## src/rtl/qdrc_cmd_sched.sv

```systemverilog
// QDR command scheduler: queues user read/write bursts and issues them to the PHY in
// alternating read/write slots, then reassembles read returns into full bursts.
module qdrc_cmd_sched #(
    parameter int DATA_WIDTH = 36,
    parameter int BW_WIDTH   = 4,
    parameter int ADDR_WIDTH = 21,
    parameter int RD_LATENCY = 10
) (
    input  logic                    clk,
    input  logic                    reset,
    input  logic                    phy_rdy,
    input  logic                    usr_wr_en,
    input  logic [ADDR_WIDTH-1:0]   usr_wr_addr,
    input  logic [4*DATA_WIDTH-1:0] usr_wr_data,
    input  logic [4*BW_WIDTH-1:0]   usr_wr_be,
    output logic                    usr_wr_rdy,
    input  logic                    usr_rd_en,
    input  logic [ADDR_WIDTH-1:0]   usr_rd_addr,
    output logic                    usr_rd_rdy,
    output logic [4*DATA_WIDTH-1:0] usr_rd_data,
    output logic                    usr_rd_dvld,
    output logic [ADDR_WIDTH-1:0]   phy_addr,
    output logic                    phy_wr_strb,
    output logic [2*DATA_WIDTH-1:0] phy_wr_data,
    output logic [2*BW_WIDTH-1:0]   phy_wr_ben,
    output logic                    phy_rd_strb,
    input  logic [2*DATA_WIDTH-1:0] phy_rd_data
);

    // state   | meaning
    // SLOT_RD | read slot: pop the read FIFO if it holds a request
    // SLOT_WR | write slot: pop the write FIFO if it holds a request
    typedef enum logic {SLOT_RD = 1'b0, SLOT_WR = 1'b1} slot_e;

    slot_e slot, slot_nxt;
    logic  rd_pop, wr_pop, rd_push, wr_push;

    logic [ADDR_WIDTH-1:0]   wr_addr_mem [4];
    logic [4*DATA_WIDTH-1:0] wr_data_mem [4];
    logic [4*BW_WIDTH-1:0]   wr_be_mem   [4];
    logic [ADDR_WIDTH-1:0]   rd_addr_mem [4];
    logic [1:0]              wr_wptr, wr_rptr, rd_wptr, rd_rptr;
    logic [2:0]              wr_cnt, rd_cnt;

    logic [2*DATA_WIDTH-1:0] wr_hi_data;
    logic [2*BW_WIDTH-1:0]   wr_hi_ben;
    logic [RD_LATENCY-1:0]   rd_tag;
    logic                    rd_hi_pend;
    logic [2*DATA_WIDTH-1:0] rd_lo;

    assign usr_wr_rdy = (wr_cnt != 3'd4);
    assign usr_rd_rdy = (rd_cnt != 3'd4);
    assign wr_push    = usr_wr_en && usr_wr_rdy;
    assign rd_push    = usr_rd_en && usr_rd_rdy;

    always_ff @(posedge clk or posedge reset) begin
        if (reset) slot <= SLOT_RD;
        else       slot <= slot_nxt;
    end

    // Slot parks on SLOT_RD while the PHY is not ready.
    always_comb begin
        slot_nxt = SLOT_RD;
        rd_pop   = 1'b0;
        wr_pop   = 1'b0;
        case (slot)
            SLOT_RD: if (phy_rdy) begin
                slot_nxt = SLOT_WR;
                rd_pop   = (rd_cnt != 3'd0);
            end
            SLOT_WR: if (phy_rdy) begin
                slot_nxt = SLOT_RD;
                wr_pop   = (wr_cnt != 3'd0);
            end
            default: slot_nxt = SLOT_RD;
        endcase
    end

    always_ff @(posedge clk) begin
        if (wr_push) begin
            wr_addr_mem[wr_wptr] <= usr_wr_addr;
            wr_data_mem[wr_wptr] <= usr_wr_data;
            wr_be_mem[wr_wptr]   <= usr_wr_be;
        end
        if (rd_push) rd_addr_mem[rd_wptr] <= usr_rd_addr;
    end

    always_ff @(posedge clk or posedge reset) begin
        if (reset) begin
            wr_wptr <= '0;
            wr_rptr <= '0;
            wr_cnt  <= '0;
            rd_wptr <= '0;
            rd_rptr <= '0;
            rd_cnt  <= '0;
        end else begin
            if (wr_push) wr_wptr <= wr_wptr + 2'd1;
            if (wr_pop)  wr_rptr <= wr_rptr + 2'd1;
            if (rd_push) rd_wptr <= rd_wptr + 2'd1;
            if (rd_pop)  rd_rptr <= rd_rptr + 2'd1;
            case ({wr_push, wr_pop})
                2'b10:   wr_cnt <= wr_cnt + 3'd1;
                2'b01:   wr_cnt <= wr_cnt - 3'd1;
                default: wr_cnt <= wr_cnt;
            endcase
            case ({rd_push, rd_pop})
                2'b10:   rd_cnt <= rd_cnt + 3'd1;
                2'b01:   rd_cnt <= rd_cnt - 3'd1;
                default: rd_cnt <= rd_cnt;
            endcase
        end
    end

    // Upper beat pair follows the strobe cycle regardless of phy_rdy.
    always_ff @(posedge clk or posedge reset) begin
        if (reset) begin
            phy_addr    <= '0;
            phy_wr_strb <= 1'b0;
            phy_rd_strb <= 1'b0;
            phy_wr_data <= '0;
            phy_wr_ben  <= '0;
            wr_hi_data  <= '0;
            wr_hi_ben   <= '0;
        end else begin
            phy_rd_strb <= rd_pop;
            phy_wr_strb <= wr_pop;
            if (rd_pop)      phy_addr <= rd_addr_mem[rd_rptr];
            else if (wr_pop) phy_addr <= wr_addr_mem[wr_rptr];
            else             phy_addr <= '0;
            if (wr_pop) begin
                phy_wr_data <= wr_data_mem[wr_rptr][2*DATA_WIDTH-1:0];
                phy_wr_ben  <= wr_be_mem[wr_rptr][2*BW_WIDTH-1:0];
                wr_hi_data  <= wr_data_mem[wr_rptr][4*DATA_WIDTH-1:2*DATA_WIDTH];
                wr_hi_ben   <= wr_be_mem[wr_rptr][4*BW_WIDTH-1:2*BW_WIDTH];
            end else if (phy_wr_strb) begin
                phy_wr_data <= wr_hi_data;
                phy_wr_ben  <= wr_hi_ben;
            end else begin
                phy_wr_data <= '0;
                phy_wr_ben  <= '0;
            end
        end
    end

    // Tag bit k is set k+1 cycles after the strobe; the top bit marks the first beat pair.
    always_ff @(posedge clk or posedge reset) begin
        if (reset) begin
            rd_tag      <= '0;
            rd_hi_pend  <= 1'b0;
            rd_lo       <= '0;
            usr_rd_data <= '0;
            usr_rd_dvld <= 1'b0;
        end else begin
            rd_tag      <= {rd_tag[RD_LATENCY-2:0], phy_rd_strb};
            rd_hi_pend  <= rd_tag[RD_LATENCY-1];
            usr_rd_dvld <= rd_hi_pend;
            if (rd_tag[RD_LATENCY-1]) rd_lo <= phy_rd_data;
            if (rd_hi_pend) usr_rd_data <= {phy_rd_data, rd_lo};
        end
    end

endmodule

```

## config.mk

```make
export PLATFORM = sky130hd
export DESIGN_NAME = qdrc_cmd_sched
export DESIGN_NICKNAME = d
export VERILOG_FILES = /design/src/rtl/qdrc_cmd_sched.sv
export SDC_FILE = /design/constraint.sdc
export NUM_CORES = 2
export LEC_CHECK = 0
export ABC_AREA = 1
export BUFFER_PORTS_ARGS = -buffer_cell sky130_fd_sc_hd__clkbuf_2
export CAP_MARGIN = 20
export CELL_PAD_IN_SITES_DETAIL_PLACEMENT = 1
export CELL_PAD_IN_SITES_GLOBAL_PLACEMENT = 2
export CORE_MARGIN = 1
export CORE_UTILIZATION = 39
export DETAILED_ROUTE_END_ITERATION = 12
export PLACE_DENSITY = 0.79
export REMOVE_ABC_BUFFERS = 1
export SLEW_MARGIN = 20
export SYNTH_ARGS = -nofsm -noshare
export SYNTH_HDL_FRONTEND = slang
export SYNTH_SLANG_ARGS = --single-unit
```

## constraint.sdc

```tcl
create_clock -name clk -period 19.11 [get_ports clk]
set_clock_uncertainty 0.2 [all_clocks]
set_input_delay 1.911 -clock clk [delete_from_list [all_inputs] [get_ports clk]]
set_output_delay 1.911 -clock clk [all_outputs]
set_load 0.01 [all_outputs]
```

-- After elaboration in Yosys (flattened, before gate mapping)
Memories as Yosys holds them, arrays and structs flattened.
Cells that the tools add are included.
- muxes and demuxes: 18
- eq/ne operators: 6
- $add $sub $neg: 8
- reduce and logical (&&, ||, !) cells: 6
- bitwise operators: 1
- operators by type and width (operator ; number):
    $mux W72 ; 2
    $mux W21 ; 2
    $mux W8 ; 2
    $pmux W3 S2 ; 2
    $mux W1 ; 9
    $add A2 B1 Y2 const B ; 4
    $add A3 B1 Y3 const B ; 2
    $ne A3 B3 Y1 const B ; 2
    $reduce_bool A3 Y1 ; 2
    $sub A3 B1 Y3 const B ; 2
    $eq A2 B1 Y1 const B ; 2
    $eq A2 B2 Y1 const B ; 2
    $reduce_bool A2 Y1 ; 2
    $logic_and A1 B1 Y1 ; 2
    $pmux W1 S2 ; 1
    $not A1 Y1 ; 1
- output and inout port bits: 250
- memory bits (writable): 808
- memories kept: 4
- flip-flop bits (word level): 426
- bits of input ports: 279
- memories (name ; words ; bits a word ; read ports ; clocked after memory_dff ; write ports ; line ; RTL):
    wr_data_mem ; 4 ; 144 ; 1 ; 0 ; 1 ; 39 ; logic [4*DATA_WIDTH-1:0] wr_data_mem [4];
    rd_addr_mem ; 4 ; 21 ; 1 ; 0 ; 1 ; 41 ; logic [ADDR_WIDTH-1:0] rd_addr_mem [4];
    wr_addr_mem ; 4 ; 21 ; 1 ; 0 ; 1 ; 38 ; logic [ADDR_WIDTH-1:0] wr_addr_mem [4];
    wr_be_mem ; 4 ; 16 ; 1 ; 0 ; 1 ; 40 ; logic [4*BW_WIDTH-1:0] wr_be_mem [4];

-- Depth between registers and ports, before layout
- depth after elaboration: 5
- mapped depth: 11
- depth with buffers taken out: 10

-- Worst setup path before layout
OpenSTA, ideal clock, no wires.
- path type: input to register
- start point: input port usr_wr_en
- end point: memory wr_addr_mem[0][0] (enable)
- slack: 8599 ps
- cell stages on the path: 2
- arrival: 9586 ps
- setup time: 726 ps
- path buffers: 0
- cell sequence: nand2_1 > nor2_1
- longest elaborated chain between the ends: 3
- ends and longest elaborated chain (element ; line ; RTL):
    start, declared ; 12 ; input logic usr_wr_en,
    $logic_and A1 B1 Y1 ; 53 ; assign wr_push = usr_wr_en && usr_wr_rdy;
    $mux W1 ; 80 ; if (wr_push) begin
    $mux W1 (not written as such) ; 81 ; wr_addr_mem[wr_wptr] <= usr_wr_addr;
    end, declared ; 38 ;
Every way passes these cells.

-- Worst setup path in the final report
- start point: input port usr_wr_en
- end point: memory wr_data_mem[0][19] in the netlist's numbering (enable)
- longest elaborated chain between the ends: 3
- ends and longest elaborated chain (element ; line ; RTL):
    $logic_and A1 B1 Y1 ; 53 ;
    $mux W1 ; 80 ;
    $mux W1 (not written as such) ; 82 ; wr_data_mem[wr_wptr] <= usr_wr_data;
    end, declared ; 39 ;
Every way passes these cells.

==> out/metrics.sh <==
NETLIST_AREA_UM2=46800
CTS-BUFFERS-INSERTED=135
DETAIL_ROUTE.DRC_VIOLATIONS=0
CLOCK_TREE_ROOT_DRIVER_CELL='clkbuf_16'
SYNTHDISTINCTLIBCELLS=22
FINISH.NET_COUNT=4679
SYNTHMOSTINSTANTIATEDCELL='nand2_1'
FMAX_GHz=0.227
SYNTHTOPCELLSBYAREA='edfxtp_1 52%, dfrtp_1 23%, nand2_1 11%'
SETUP-TNS-FINAL_NS=0
ROUTEDWLPERCELL_UM=20.5
WORSTHOLDENDPOINT='rd_tag[3]'
POST_CTS.REPAIR.SETUP_BUFFERS=0
CRITICAL_PATH.SLOWEST_CELL='buf_4'
CRIT_CHAIN='clkbuf_2 -> nand2_1 -> nor2_4 -> buf_12 -> buf_4'
CRITICAL_PATH.MAX_FANOUT=113
CTS_HOLD_BUF=0
MAX_RAIL_DROP_VDD_mV=0.0797
POST-SYNTH-TOP-AREA-FRACTION=0.519
MIN_FROM='rd_tag[2]'
ROUTE.FINAL.WIRE_LENGTH_UM=125000
STARTPOINT_OF_THE_WORST_REGISTER_TO_REGISTER_PATH='wr_rptr[0]'
WORST_SETUP_PATH_END_KIND='flop'
ANTENNA_VIOLATIONS_BEFORE_REPAIR=33
SYNTH.AVG_CELL_AREA_UM2=12.0
SYNTH-EDFF-COUNT=808
CPPEAKSTAGEDELAY_NS=0.89
CTS_RESIZED=0
CORE_AREA_UM2=119000
RSZ0062_AT_GRT='false'
SETUP_VIOLATIONS=0
FLOORPLAN.DIE.HEIGHT_UM=348
FIRST_ITER_VIOLATIONS=1628
POWER.DENSITY_CELL_AREA_nW_PER_UM2=156
POWER.LEAKAGE_nW=23.6
MAX_CAP_CHECK_VIOLATION_COUNT=0
TOT_PWR_mW=8.67
YS.WARNINGS.COUNT=0
WORST-R2R-CELL-COUNT=7
MIN_PERIOD_NS=4.40
FINAL_CORE_UTIL=0.468
CLOCK_INSERTION_DELAY_WORST_SKEW_NS=0.73
FINAL_MAX_SLEW_VIOL_COUNT=0
HP-CLASS='flop to flop'
FINAL_LAYOUT_SIZE_SUFFIX_GT1_FRAC=0.194
HTREE_NUM_LEVELS=4
GRT_REMAINING_OVERFLOW=0
SYNTH.YOSYS.SEQ_AREA_SHARE=0.747
VIASPERCELL=4.94
POSTSYNTHCELLCOUNT=3898
ASYNCSETRESETFLOPFRACSYNTH=0.345
GRT_FIRST_PASS_WIRELENGTH_UM=192000
PIN_COUNT_OF_THE_BIGGEST_NET_ENTERING_GLOBAL_ROUTING=129
CTS.CLK_SLEW.WORST_PATHS_NS=0.06
TIMING.CRITICAL_PATH.FROM_TYPE='input pin'
MIN_DELAY_PATH_DEPTH=0
FINALHOLDVIOLATIONS=0
WIDTH_OF_THE_DIE_UM=348
DIE-AREA_UM2=121000
FIRST_GLOBAL_VIAS=31900
SYNTH.FF_LATCH_COUNT=1234
CP.ARRIVAL_NS=4.54
GRT_USE_TOTAL=0.207
WORSTPATHREQUIRED_NS=19.24
DR_TOTAL_VIAS=30200
PLACE.DETAILED.HPWL_UM=71500
INTERNAL_REG_TO_REG_SETUP_SLACK_NS=15.19
TIMING.SETUP.CRITICAL_PATH_CLASS='input pin to flop'
IOPINCOUNT=529
WORST_R2R_ENDPOINT='phy_wr_data[35]'
CTS_TREE='built'
ANTENNA_LEFT=0
SYNTH_COMMON_CELLS='1324 x nand2_1, 808 x edfxtp_1, 608 x nand3_1'
WORST_PIN_SLEW_NS=1.11
LAYOUT_WORST_PATH_CYCLE_SHARE=0.230
SLEW-LIMIT-HEADROOM=0.261
STATUS='finished clean'
AREA_DELTA_SYNTH_FINAL_PCT=18.5
DRT-PASS1-ITER-COUNT=5
START_UTIL=0.395
CTS_MAX_PATH_BUFFERS=3
FLOORPLAN.ROWS=126
IO_BUFFER_COUNT=528
START_POINT_OF_THE_CRITICAL_PATH='usr_wr_en'
SYNTH_FLOP_CELL='edfxtp_1'
TRITONCTS_NUM_SINKS=1234
GLOBALPLACE.CONGESTION=0.729
SYNTHDOMINANTAREACELLTYPE='edfxtp_1'
==> layout by cell type, fill, tap and decap left out, types with 25 or more instances in the layout <==
| cell | netlist | layout |
|---|---|---|
| nand2_1 | 1324 | 1324 |
| edfxtp_1 | 808 | 808 |
| nand3_1 | 608 | 608 |
| clkbuf_2 | 0 | 528 |
| dfrtp_1 | 426 | 421 |
| inv_1 | 179 | 177 |
| clkbuf_16 | 0 | 140 |
| nor2_1 | 81 | 77 |
| o21ai_0 | 76 | 76 |
| mux2_2 | 72 | 72 |
| a21oi_1 | 73 | 72 |
| buf_4 | 8 | 45 |
| clkinv_2 | 0 | 25 |
==> sequential cells by signal, summed over array words and instances, names as in the netlist, 8 cells and up <==
name / count
wr_addr_mem: 84
usr_rd_data: 144
wr_hi_data: 72
wr_hi_ben: 8
phy_addr: 21
rd_lo: 72
rd_tag: 10
phy_wr_ben: 8
wr_be_mem: 64
rd_addr_mem: 84
wr_data_mem: 576
phy_wr_data: 72
==> logic make-up after synthesis <==
logic type                 count (synthesis)  synth area share
buffers and inverters                    405            0.0364
DFF                                     1234             0.747
and+or+nand+nor                         2016             0.178
AOI/OAI and AO/OA                        150            0.0163
xor gates and xnor gates                   9           0.00169
muxes                                     72            0.0173
adders and majority gates                 12           0.00353
==> where the power goes <==
part           leakage, nW  internal [mW]  total (mW)  switching [mW]
Sequential            12.6           3.58        3.90           0.312
Clock                 2.22           1.56        2.63            1.06
Combinational         8.79          0.646        2.15            1.50
Total                 23.6           5.79        8.67            2.88
==> worst max-delay path by stage <==
stage / to / slack, ns / cells after the start
floorplan: phy_addr[0] / 5.14 / 1
global placement: wr_data_mem[0][15] / 14.01 / 5
detailed placement: wr_data_mem[0][95] / 13.95 / 5
CTS: wr_data_mem[0][19] / 14.69 / 5
global route: wr_data_mem[0][19] / 14.52 / 5
finish: wr_data_mem[0][19] / 14.71 / 5
==> final cells by class <==
| type | count | area [um2] |
|---|---|---|
| antenna | 19 | 47.5 |
| clock buffer | 181 | 3840 |
| clock inverter | 67 | 678 |
| fill | 12600 | 63100 |
| inverter | 182 | 711 |
| multi-input combinational | 2259 | 10200 |
| sequential | 1234 | 34900 |
| tap | 1600 | 2000 |
| timing repair buffer | 576 | 3040 |
==> stage by stage <==
step	hold slack [ns]	worst slack (ns)	instances	area (um2)
finish	0.148	14.71	6118	55400
detailed placement	0.136	13.95	5850	50900
global placement	0.134	14.01	5850	50900
CTS	0.148	14.69	6098	55400
floorplan	0.131	5.14	3675	45800
global route	0.156	14.52	6110	55400
==> metal layers <==
layer | part of all wire | up-vias | wire length, um | track usage
li1 | - | 14200 | - | -
met1 | 0.43 | 15200 | 54200 | 0.266
met2 | 0.49 | 673 | 61700 | 0.351
met3 | 0.054 | 179 | 6800 | 0.0471
met4 | 0.019 | 28 | 2390 | 0.0568
met5 | 0.0013 | - | 160 | 0
==> critical path: cells and delay by family <==
kind,cells,cell delay (ns)
buf+inv,3,1.63
simple gates,2,0.86
(Power assumes the default switching activity.)
